$ cat src/rtl/codec_init_sequencer.sv
// Codec register-init sequencer: walks a 16-entry init table with a selectable
// sample-rate profile and issues each entry to an I2C write master with retries.
module codec_init_sequencer #(
    parameter int         DATA_WIDTH   = 16,
    parameter int         ADDR_WIDTH   = 8,
    parameter int         LUT_SIZE     = 16,
    parameter int         NUM_PROFILES = 4,
    parameter int         PROFILE_IDX  = 12,
    parameter logic [7:0] DEV_ID       = 8'h34,
    parameter int         RESET_WAIT   = 1000,
    parameter int         MAX_RETRY    = 3
) (
    input  logic                  clk,
    input  logic                  rst_n,
    input  logic                  start,
    input  logic [1:0]            profile,
    output logic                  wr_req,
    input  logic                  wr_ack,
    input  logic                  wr_err,
    output logic [7:0]            dev_id,
    output logic [7:0]            wr_reg_addr,
    output logic [7:0]            wr_reg_data,
    output logic                  busy,
    output logic                  done,
    output logic                  error,
    output logic [ADDR_WIDTH-1:0] err_idx
);

    localparam int RW = (MAX_RETRY > 0) ? $clog2(MAX_RETRY + 1) : 1;
    localparam int CW = (RESET_WAIT > 1) ? $clog2(RESET_WAIT) : 1;
    localparam logic [ADDR_WIDTH-1:0] LAST_IDX   = ADDR_WIDTH'(LUT_SIZE - 1);
    localparam logic [RW-1:0]         RETRY_LAST = RW'(MAX_RETRY);
    localparam logic [CW-1:0]         DELAY_LAST = CW'((RESET_WAIT > 0) ? RESET_WAIT - 1 : 0);

    typedef enum logic [2:0] {
        IDLE, FETCH, REQ, RETRY, ADV, DELAY, DONE, ERROR
    } state_t;

    state_t                  state_q, state_d;
    logic [ADDR_WIDTH-1:0]   idx_q, idx_d;
    logic [RW-1:0]           retry_q, retry_d;
    logic [CW-1:0]           delay_q, delay_d;
    logic [1:0]              prof_q, prof_d;
    logic [DATA_WIDTH-1:0]   word_q, word_d;
    logic [ADDR_WIDTH-1:0]   err_idx_q, err_idx_d;

    function automatic logic [8:0] profile_word(input logic [1:0] p);
        case (p)
            2'd0:    return 9'h005;
            2'd1:    return 9'h185;
            2'd2:    return 9'h035;
            default: return 9'h1B5;
        endcase
    endfunction

    // Word layout is {7-bit register address, 9-bit register data}.
    function automatic logic [DATA_WIDTH-1:0] rom_word(input logic [ADDR_WIDTH-1:0] i,
                                                       input logic [8:0] pw);
        logic [15:0] w;
        case (int'(i))
            0:       w = {7'h0F, 9'h000};
            1:       w = {7'h19, 9'h0FC};
            2:       w = {7'h1A, 9'h1E1};
            3:       w = {7'h2F, 9'h00C};
            4:       w = {7'h22, 9'h100};
            5:       w = {7'h25, 9'h100};
            6:       w = {7'h05, 9'h000};
            7:       w = {7'h02, 9'h179};
            8:       w = {7'h03, 9'h179};
            9:       w = {7'h2B, 9'h050};
            10:      w = {7'h2C, 9'h00A};
            11:      w = {7'h07, 9'h042};
            12:      w = {7'h04, 9'h000};
            13:      w = {7'h34, 9'h028};
            14:      w = {7'h08, 9'h1C4};
            15:      w = {7'h09, 9'h000};
            default: w = 16'h0000;
        endcase
        if (int'(i) == PROFILE_IDX) w[8:0] = pw;
        return DATA_WIDTH'(w);
    endfunction

    // Handshake: wr_req stays high with address/data stable until the master
    // returns a one-cycle wr_ack (ACK) or wr_err (NACK); wr_err wins a tie and
    // either pulse outside REQ is ignored.
    always_comb begin
        state_d   = state_q;
        idx_d     = idx_q;
        retry_d   = retry_q;
        delay_d   = delay_q;
        prof_d    = prof_q;
        word_d    = word_q;
        err_idx_d = err_idx_q;
        case (state_q)
            IDLE, DONE, ERROR: begin
                if (start) begin
                    state_d   = FETCH;
                    idx_d     = '0;
                    retry_d   = '0;
                    err_idx_d = '0;
                    prof_d    = (int'(profile) < NUM_PROFILES) ? profile : 2'd0;
                end
            end
            FETCH: begin
                word_d  = rom_word(idx_q, profile_word(prof_q));
                state_d = REQ;
            end
            REQ: begin
                if (wr_err)      state_d = RETRY;
                else if (wr_ack) state_d = ADV;
            end
            RETRY: begin
                if (retry_q == RETRY_LAST) begin
                    state_d   = ERROR;
                    err_idx_d = idx_q;
                end else begin
                    retry_d = retry_q + RW'(1);
                    state_d = FETCH;
                end
            end
            ADV: begin
                retry_d = '0;
                if (idx_q == '0 && RESET_WAIT > 0) begin
                    delay_d = '0;
                    state_d = DELAY;
                end else if (idx_q == LAST_IDX) begin
                    state_d = DONE;
                end else begin
                    idx_d   = idx_q + ADDR_WIDTH'(1);
                    state_d = FETCH;
                end
            end
            DELAY: begin
                // Settle time after the codec soft reset in entry 0.
                if (delay_q == DELAY_LAST) begin
                    if (LUT_SIZE == 1) begin
                        state_d = DONE;
                    end else begin
                        idx_d   = ADDR_WIDTH'(1);
                        state_d = FETCH;
                    end
                end else begin
                    delay_d = delay_q + CW'(1);
                end
            end
            default: state_d = IDLE;
        endcase
    end

    always_ff @(posedge clk or negedge rst_n) begin
        if (!rst_n) begin
            state_q   <= IDLE;
            idx_q     <= '0;
            retry_q   <= '0;
            delay_q   <= '0;
            prof_q    <= '0;
            word_q    <= '0;
            err_idx_q <= '0;
        end else begin
            state_q   <= state_d;
            idx_q     <= idx_d;
            retry_q   <= retry_d;
            delay_q   <= delay_d;
            prof_q    <= prof_d;
            word_q    <= word_d;
            err_idx_q <= err_idx_d;
        end
    end

    assign wr_req      = (state_q == REQ);
    assign busy        = !(state_q == IDLE || state_q == DONE || state_q == ERROR);
    assign done        = (state_q == DONE);
    assign error       = (state_q == ERROR);
    assign dev_id      = DEV_ID;
    assign wr_reg_addr = word_q[DATA_WIDTH-1 -: 8];
    assign wr_reg_data = word_q[7:0];
    assign err_idx     = err_idx_q;

endmodule

$ cat config.mk
export PLATFORM = sky130hd
export DESIGN_NAME = codec_init_sequencer
export DESIGN_NICKNAME = d
export VERILOG_FILES = /design/src/rtl/codec_init_sequencer.sv
export SDC_FILE = /design/constraint.sdc
export NUM_CORES = 1
export LEC_CHECK = 0
export BUFFER_PORTS_ARGS = -buffer_cell sky130_fd_sc_hd__buf_2
export CORE_ASPECT_RATIO = 1.1
export CORE_MARGIN = 4
export CORE_UTILIZATION = 30
export CTS_CLUSTER_SIZE = 8
export DETAILED_ROUTE_END_ITERATION = 7
export PLACE_DENSITY_LB_ADDON = 0.25
export SLEW_MARGIN = 25
export SYNTH_ARGS = -nofsm -noshare
export SYNTH_HDL_FRONTEND = slang
export SYNTH_SLANG_ARGS = --single-unit
$ cat constraint.sdc
create_clock -name clk -period 2.45 [get_ports clk]
set_input_delay 0.1225 -clock clk [delete_from_list [all_inputs] [get_ports clk]]
set_output_delay 0.1225 -clock clk [all_outputs]
set_load 0.01 [all_outputs]
==> impl_results.md, run 1 <==
- Status: finished, final reports clean
- Power Density: 929 mW/mm2
- Die Y: 111 um
- WS Path Type: reg -> reg
- Vias in the first global route: 2282
- Final setup vio count: 0
- Crit start category: flip-flop
- Post-DP HPWL: about 4900 um
- Hold Vio Cnt, Final: 0
- Final Max Slew Viols: 0
- YS warnings: 0
- Site Rows: 37
- Port buffer count: 33
- FF+latch count, synth: 48
- Top_reg_cell synth: dfrtp_1
- # H-tree levels: 2
- Routed vias: 2410
- RSZ-0062 raised after global routing: false
- Reg2reg end: idx_q[7]
- R2R Setup Slk: 0.42 ns
- P_leak: approximately 1.5 nW
- Crit path DAT: 2.22 ns
- Largest net degree at the start of global routing: 27
- First-pass GRT wire length: approximately 11000 um
- Post-Route WL: 6540 um
- Critical Path Sink Type: flip-flop
- Hold WS: roughly 0.068 ns
- Initial Util: 0.307
- HP Class: in -> reg
- Max-cap violations: 0
- Cell taking the most area after synthesis: dfrtp_1
- Skew final: between 0.006 and 0.007 ns
- WP data required: approximately 2.6 ns
- Top cell type's share of synthesized area: 0.418
- WHS Endpoint: prof_q[0]
- CTS tree: yes
- Total die area: 0.0112 mm2
- R2R depth: 6
- Worst-Skew Late Latency: 0.30 ns
- Initial antenna violation count: 0
- DRC viols: 0
- Final RePlAce weighted congestion: 0.824
- Number of synthesized flops with an enable pin: 0
- Antenna Nets Post-Route: 0
- Cell variety after synth: 49
- Layout net count: 384
- Clk buf depth: 2
- N_diodes: 0
- Worst r2r src: state_q[2]
- Fillers: 974
- Hold path depth: 2
- Reg clk slew, reported paths: 0.09 ns
- Mean Syn Cell Area: ~8.6 um2
- Count leader, synth: dfrtp_1
- Clock Tree Root: clkbuf_8
- Drt initial violations: between 100 and 150
- Area contributors post-synth: dfrtp_1 42%, o21ai_0 8.2%, nand2_1 5.0%
- Post-Syn Area: approximately 0.0029 mm2
- I/O pin count: 43
- Die width: 101 um
- GRT Total Usage: 0.120
- Post-Synthesis Cells: 333
- Peak Freq: 492 MHz
- Clock buffer count from CTS: 5
- Core area: 0.00935 mm2
- Hold Crit Start: profile[0]
- Fraction of layout cells with a size suffix above 1: 0.169
- Fin crit period: roughly 2.0 ns
- Worst-path maximum fanout: 16
- Final worst path period share: 0.829
- Asr flop ratio synth: 1.00
- Synth top cells by count: 48 x dfrtp_1, 47 x o21ai_0, 38 x nand2_1
- Vias/cell: 4.99
- Crit. Startpoint: state_q[2]
- Total negative slack: 0 ns
- Synth-to-layout area growth: 14.5%
- CTS sink cnt: 48
- IR drop worst, VDD: ~340 uV
- GR Overflow Total: 0
- Drt first pass iters: 4
- Seq/Total Area, Yosys: 0.418
- Routed wire per std cell: 13.5 um
-- per-stage QoR --
step           area, um2  setup WS (ns)  power [W]  cells   util
6_report            3290          0.419    0.00305    483  0.352
5_1_grt             3290          0.260    0.00331    483  0.352
4_1_cts             3290          0.439    0.00310    483  0.352
3_5_place_dp        3150          0.441    0.00242    475  0.337
3_3_place_gp        3150          0.486    0.00241    475  0.337
2_1_floorplan       2900          0.595    0.00203    340      -
-- cell type report --
type	instances	area, um2	area share
clock buffers	5	68.8	0.0209
clock inverters	2	60.1	0.0183
inverters	17	63.8	0.0194
multi-input cells	247	1480	0.449
flip-flops and latches	48	1200	0.365
well taps	117	146	0.0445
repair buffers	47	273	0.0830
-- where the power goes --
| part | switching [W] | total (W) | internal [W] | leakage [nW] |
|---|---|---|---|---|
| combinational | 0.000767 | 0.00127 | 0.000502 | 0.795 |
| clock | 0.000271 | 0.000673 | 0.000402 | 0.0642 |
| sequential | 0.000147 | 0.00111 | 0.000965 | 0.644 |
| total | 0.00118 | 0.00305 | 0.00187 | 1.50 |
-- worst max-delay path by stage --
| stage | end | cells past startpoint |
|---|---|---|
| final | idx_q[7] | 6 |
| after CTS | idx_q[7] | 6 |
| after floorplan | delay_q[3] | 8 |
| after detailed placement | idx_q[7] | 6 |
| after global placement | delay_q[3] | 5 |
| after global routing | idx_q[6] | 7 |
-- worst max-delay path, cell delays in order, from the launching register on --
cell and delay [ns]:
dfrtp_1 0.55, or3_1 0.39, a21boi_1 0.34, o211ai_1 0.18, buf_4 0.21, o21ai_0 0.15, o21ai_0 0.10
-- routing by layer --
layer | global-route usage | wire length, um
met4 | 0.0390 | 48
met5 | 0 | 0
met3 | 0.0240 | 250
met1 | 0.162 | 3100
met2 | 0.191 | 3150
-- sequential cells by signal (all words and copies together) (netlist names) --
| register | count |
|---|---|
| idx_q | 8 |
| prof_q | 2 |
| err_idx | 8 |
| retry_q | 2 |
| state_q | 3 |
| delay_q | 10 |
| word_q | 15 |
-- cells in the final DEF, fill, tap and decap left out, drive strengths merged, types with 3 or more instances in the layout --
| cell | synthesis | routed |
|---|---|---|
| o21ai | 50 | 50 |
| clkbuf | 14 | 5 |
| nand3 | 17 | 17 |
| or3 | 4 | 4 |
| o31ai | 4 | 4 |
| nand2b | 3 | 3 |
| nand4 | 6 | 6 |
| and4 | 3 | 3 |
| ha | 11 | 11 |
| buf | 14 | 46 |
| nor2 | 22 | 22 |
| a31oi | 8 | 8 |
| conb | 2 | 9 |
| nand2 | 38 | 38 |
| xor2 | 3 | 3 |
| o211ai | 4 | 4 |
| nor3 | 6 | 6 |
| inv | 17 | 17 |
| mux2 | 4 | 4 |
| dfrtp | 48 | 48 |
| and3 | 3 | 3 |
| nor2b | 3 | 3 |
| a21oi | 18 | 18 |
| a22o | 7 | 7 |
-- logic make-up (layout without fill, tap and decap cells) --
family,after synthesis,count (layout),synth area share
buffers and inverters,45,71,0.0771
and+or+nand+nor,116,116,0.210
muxes,6,6,0.0227
DFF,48,48,0.418
xor gates and xnor gates,4,4,0.0122
AOI/OAI and AO/OA,101,101,0.209
other,2,9,0.00262
adders and majority gates,11,11,0.0479
-- what timing repair did --
item	4_1_cts	5_1_grt
endpoints found under the hold margin	48	0
setup endpoints to repair	0	0
setup buffers	0	0
hold buffers	1	0
resized for setup	0	0
Note: power is estimated with default switching activity, not from simulation.
==> run 2: changes to the inputs <==
clock period = 1.7 ns   (was 2.45 ns; I/O delays follow)
==> impl_results.md, run 2 (synthesis gave the netlist of run 1 again) <==
- Worst-Skew Late Latency: 0.30 ns (about the same)
- Synth-to-layout area growth: 30.2%
- Drt first pass iters: 4 (unchanged)
- Max-cap violations: 0 (unchanged)
- DRC viols: 0 (unchanged)
- CTS sink cnt: 48 (unchanged)
- Routed wire per std cell: 13.5 um (-0.17%)
- Failing checks: negative setup slack
- Layout net count: 429 (+12%)
- Setup WS post-layout: -0.0701 ns (-0.489 ns)
- Most flops, register: word_q
- Max reg flops: 15 (unchanged)
- Site Rows: 37 (unchanged)
- Largest net degree at the start of global routing: 49 (+81%)
- Commonest non-fill, non-tap cell in the layout: buf_4
- IR drop worst, VDD: 475 uV (+41%)
- I/O pin count: 43 (unchanged)
- Vias in the first global route: 2525 (+11%)
- WP data required: 1.89 ns (-0.75 ns)
- Antenna Nets Post-Route: 0 (unchanged)
- Routed vias: 2595 (+7.7%)
- First-pass GRT wire length: 11900 um (+7.9%)
- Final worst path period share: 1.04 (+0.212)
- Clock Tree Root: clkbuf_8
- Clk buf depth: 2 (unchanged)
- GRT Total Usage: 0.129 (+0.00907)
- # H-tree levels: 2 (unchanged)
- N_diodes: 0 (unchanged)
- Core area: 0.00935 mm2 (unchanged)
- HP Class: in -> reg
- Layer with the highest usage: met2
- Die Y: 111 um (unchanged)
- Worst-path maximum fanout: 3 (-13)
- Fin crit period: 1.77 ns (-0.261 ns)
- Drt initial violations: 133 (+3.9%)
- Hold Vio Cnt, Final: 0 (unchanged)
- Final RePlAce weighted congestion: 0.806 (-2.2%)
- Peak Freq: 565 MHz (+15%)
- Skew final: 0.0125 ns (+0.00592 ns)
- Die width: 101 um (unchanged)
- CTS tree: yes
- Final instance area: 0.00374 mm2 (+14%)
- Status: finished with violations
- Tot Pwr: 0.00493 W (+61%)
- GR Overflow Total: 0 (unchanged)
- Clock buffer count from CTS: 5 (unchanged)
- Power Density: 1320 mW/mm2 (+42%)
- GR Util met3: 0.0240 (unchanged)
- Vias/cell: 4.91 (-1.7%)
- Initial Util: 0.307 (unchanged)
- Port buffer count: 33 (unchanged)
- Fraction of layout cells with a size suffix above 1: 0.299 (+0.129)
- Final Max Slew Viols: 0 (unchanged)
- Post-DP HPWL: 5190 um (+6.3%)
- Critical Path Sink Type: flip-flop
- Crit start category: flip-flop
- Crit path DAT: 1.96 ns (-0.26 ns)
- M2 GR Usage: 0.213 (+0.0227)
- Post-Route WL: 7160 um (+9.3%)
- Final setup vio count: 8 (+8)
- P_leak: 1.75 nW (+16%)
- Initial antenna violation count: 0 (unchanged)
- Post-DP Area: 0.00347 mm2 (+10%)
- WS Path Type: reg -> reg
- Biggest regs: word_q x15, delay_q x10
- Reg clk slew, reported paths: 0.10 ns (about the same)
- Commonest non-fill, non-tap cells in the layout: 50 x buf_4, 46 x dfrtp_1, 38 x nand2_1, 38 x o21ai_0, 34 x buf_2
- Total die area: 0.0112 mm2 (unchanged)
- RSZ-0062 raised after global routing: true
- Met1 Resource Use GR: 0.169 (+0.00789)
run 2: changes by cell type in the layout (fill, tap and decap cells not counted), sizes merged:
cell	before	now
clkbuf	5	7
dlygate4sd3	1	2
buf	46	90
bufinv	2	1
run 2: timing repair:
action                                 in CTS  in global routing
cloned                                      0                  2
hold buffers                                1                  1
buffers inserted                            2                  5
gates resized for setup                     4                 16
pin swaps                                   2                  7
setup endpoints to repair                  14                 23
endpoints found under the hold margin      48                  1
run 2: critical path, stage by stage (launching register included):
cell and delay (ns):
dfrtp_1 0.43, nor4_4 0.33, buf_4 0.17, a31oi_1 0.07, o211ai_1 0.29, mux2_2 0.37
run 2: power by group:
part           total (W)  switching (W)  leakage (nW)  internal, W
sequential       0.00156       0.000166         0.641      0.00139
combinational    0.00245        0.00131          1.04      0.00114
clock           0.000920       0.000400        0.0645     0.000520
run 2: area by class of cell:
type | count | area [um2]
clock buffer | 7 | 96.3
sequential | 48 | 1200
multi-input combinational | 247 | 1550
tap | 117 | 146
fill | 974 | 5610
inverter | 17 | 63.8
timing repair buffer | 92 | 651
clock inverter | 1 | 30.0
run 2: per-layer routing:
metal / share of wire / vias to the layer above
met3: 0.029 / 8
met4: 0.011 / 0
met1: 0.48 / 1223
met2: 0.48 / 41
met5: 0 / -
li1: - / 1323
run 2: worst paths after layout:
check	startpoint	depth (start not counted)	to	slack [ns]
setup / recovery	idx_q[6]	5	idx_q[0]	-0.07
hold / removal	profile[0]	2	prof_q[0]	0.03
setup reg to reg	idx_q[6]	5	idx_q[0]	-0.07
hold reg to reg	word_q[6]	2	word_q[6]	0.48
max in group asynchronous	rst_n	3	state_q[2]	1.17
min in group asynchronous	rst_n	3	word_q[7]	0.29
run 2: per-stage QoR:
step / TNS (ns) / hold slack (ns) / std cells / utilization / setup WS [ns]
floorplan: -0.160 / -0.211 / 340 / - / -0.0305
global placement: -0.122 / 0.0950 / 510 / 0.371 / -0.0481
detailed placement: -0.347 / 0.0977 / 510 / 0.371 / -0.105
CTS: -0.0142 / 0.0157 / 521 / 0.389 / -0.0127
global route: -1.18 / 0.0236 / 529 / 0.400 / -0.161
finish: -0.190 / 0.0333 / 529 / 0.400 / -0.0701
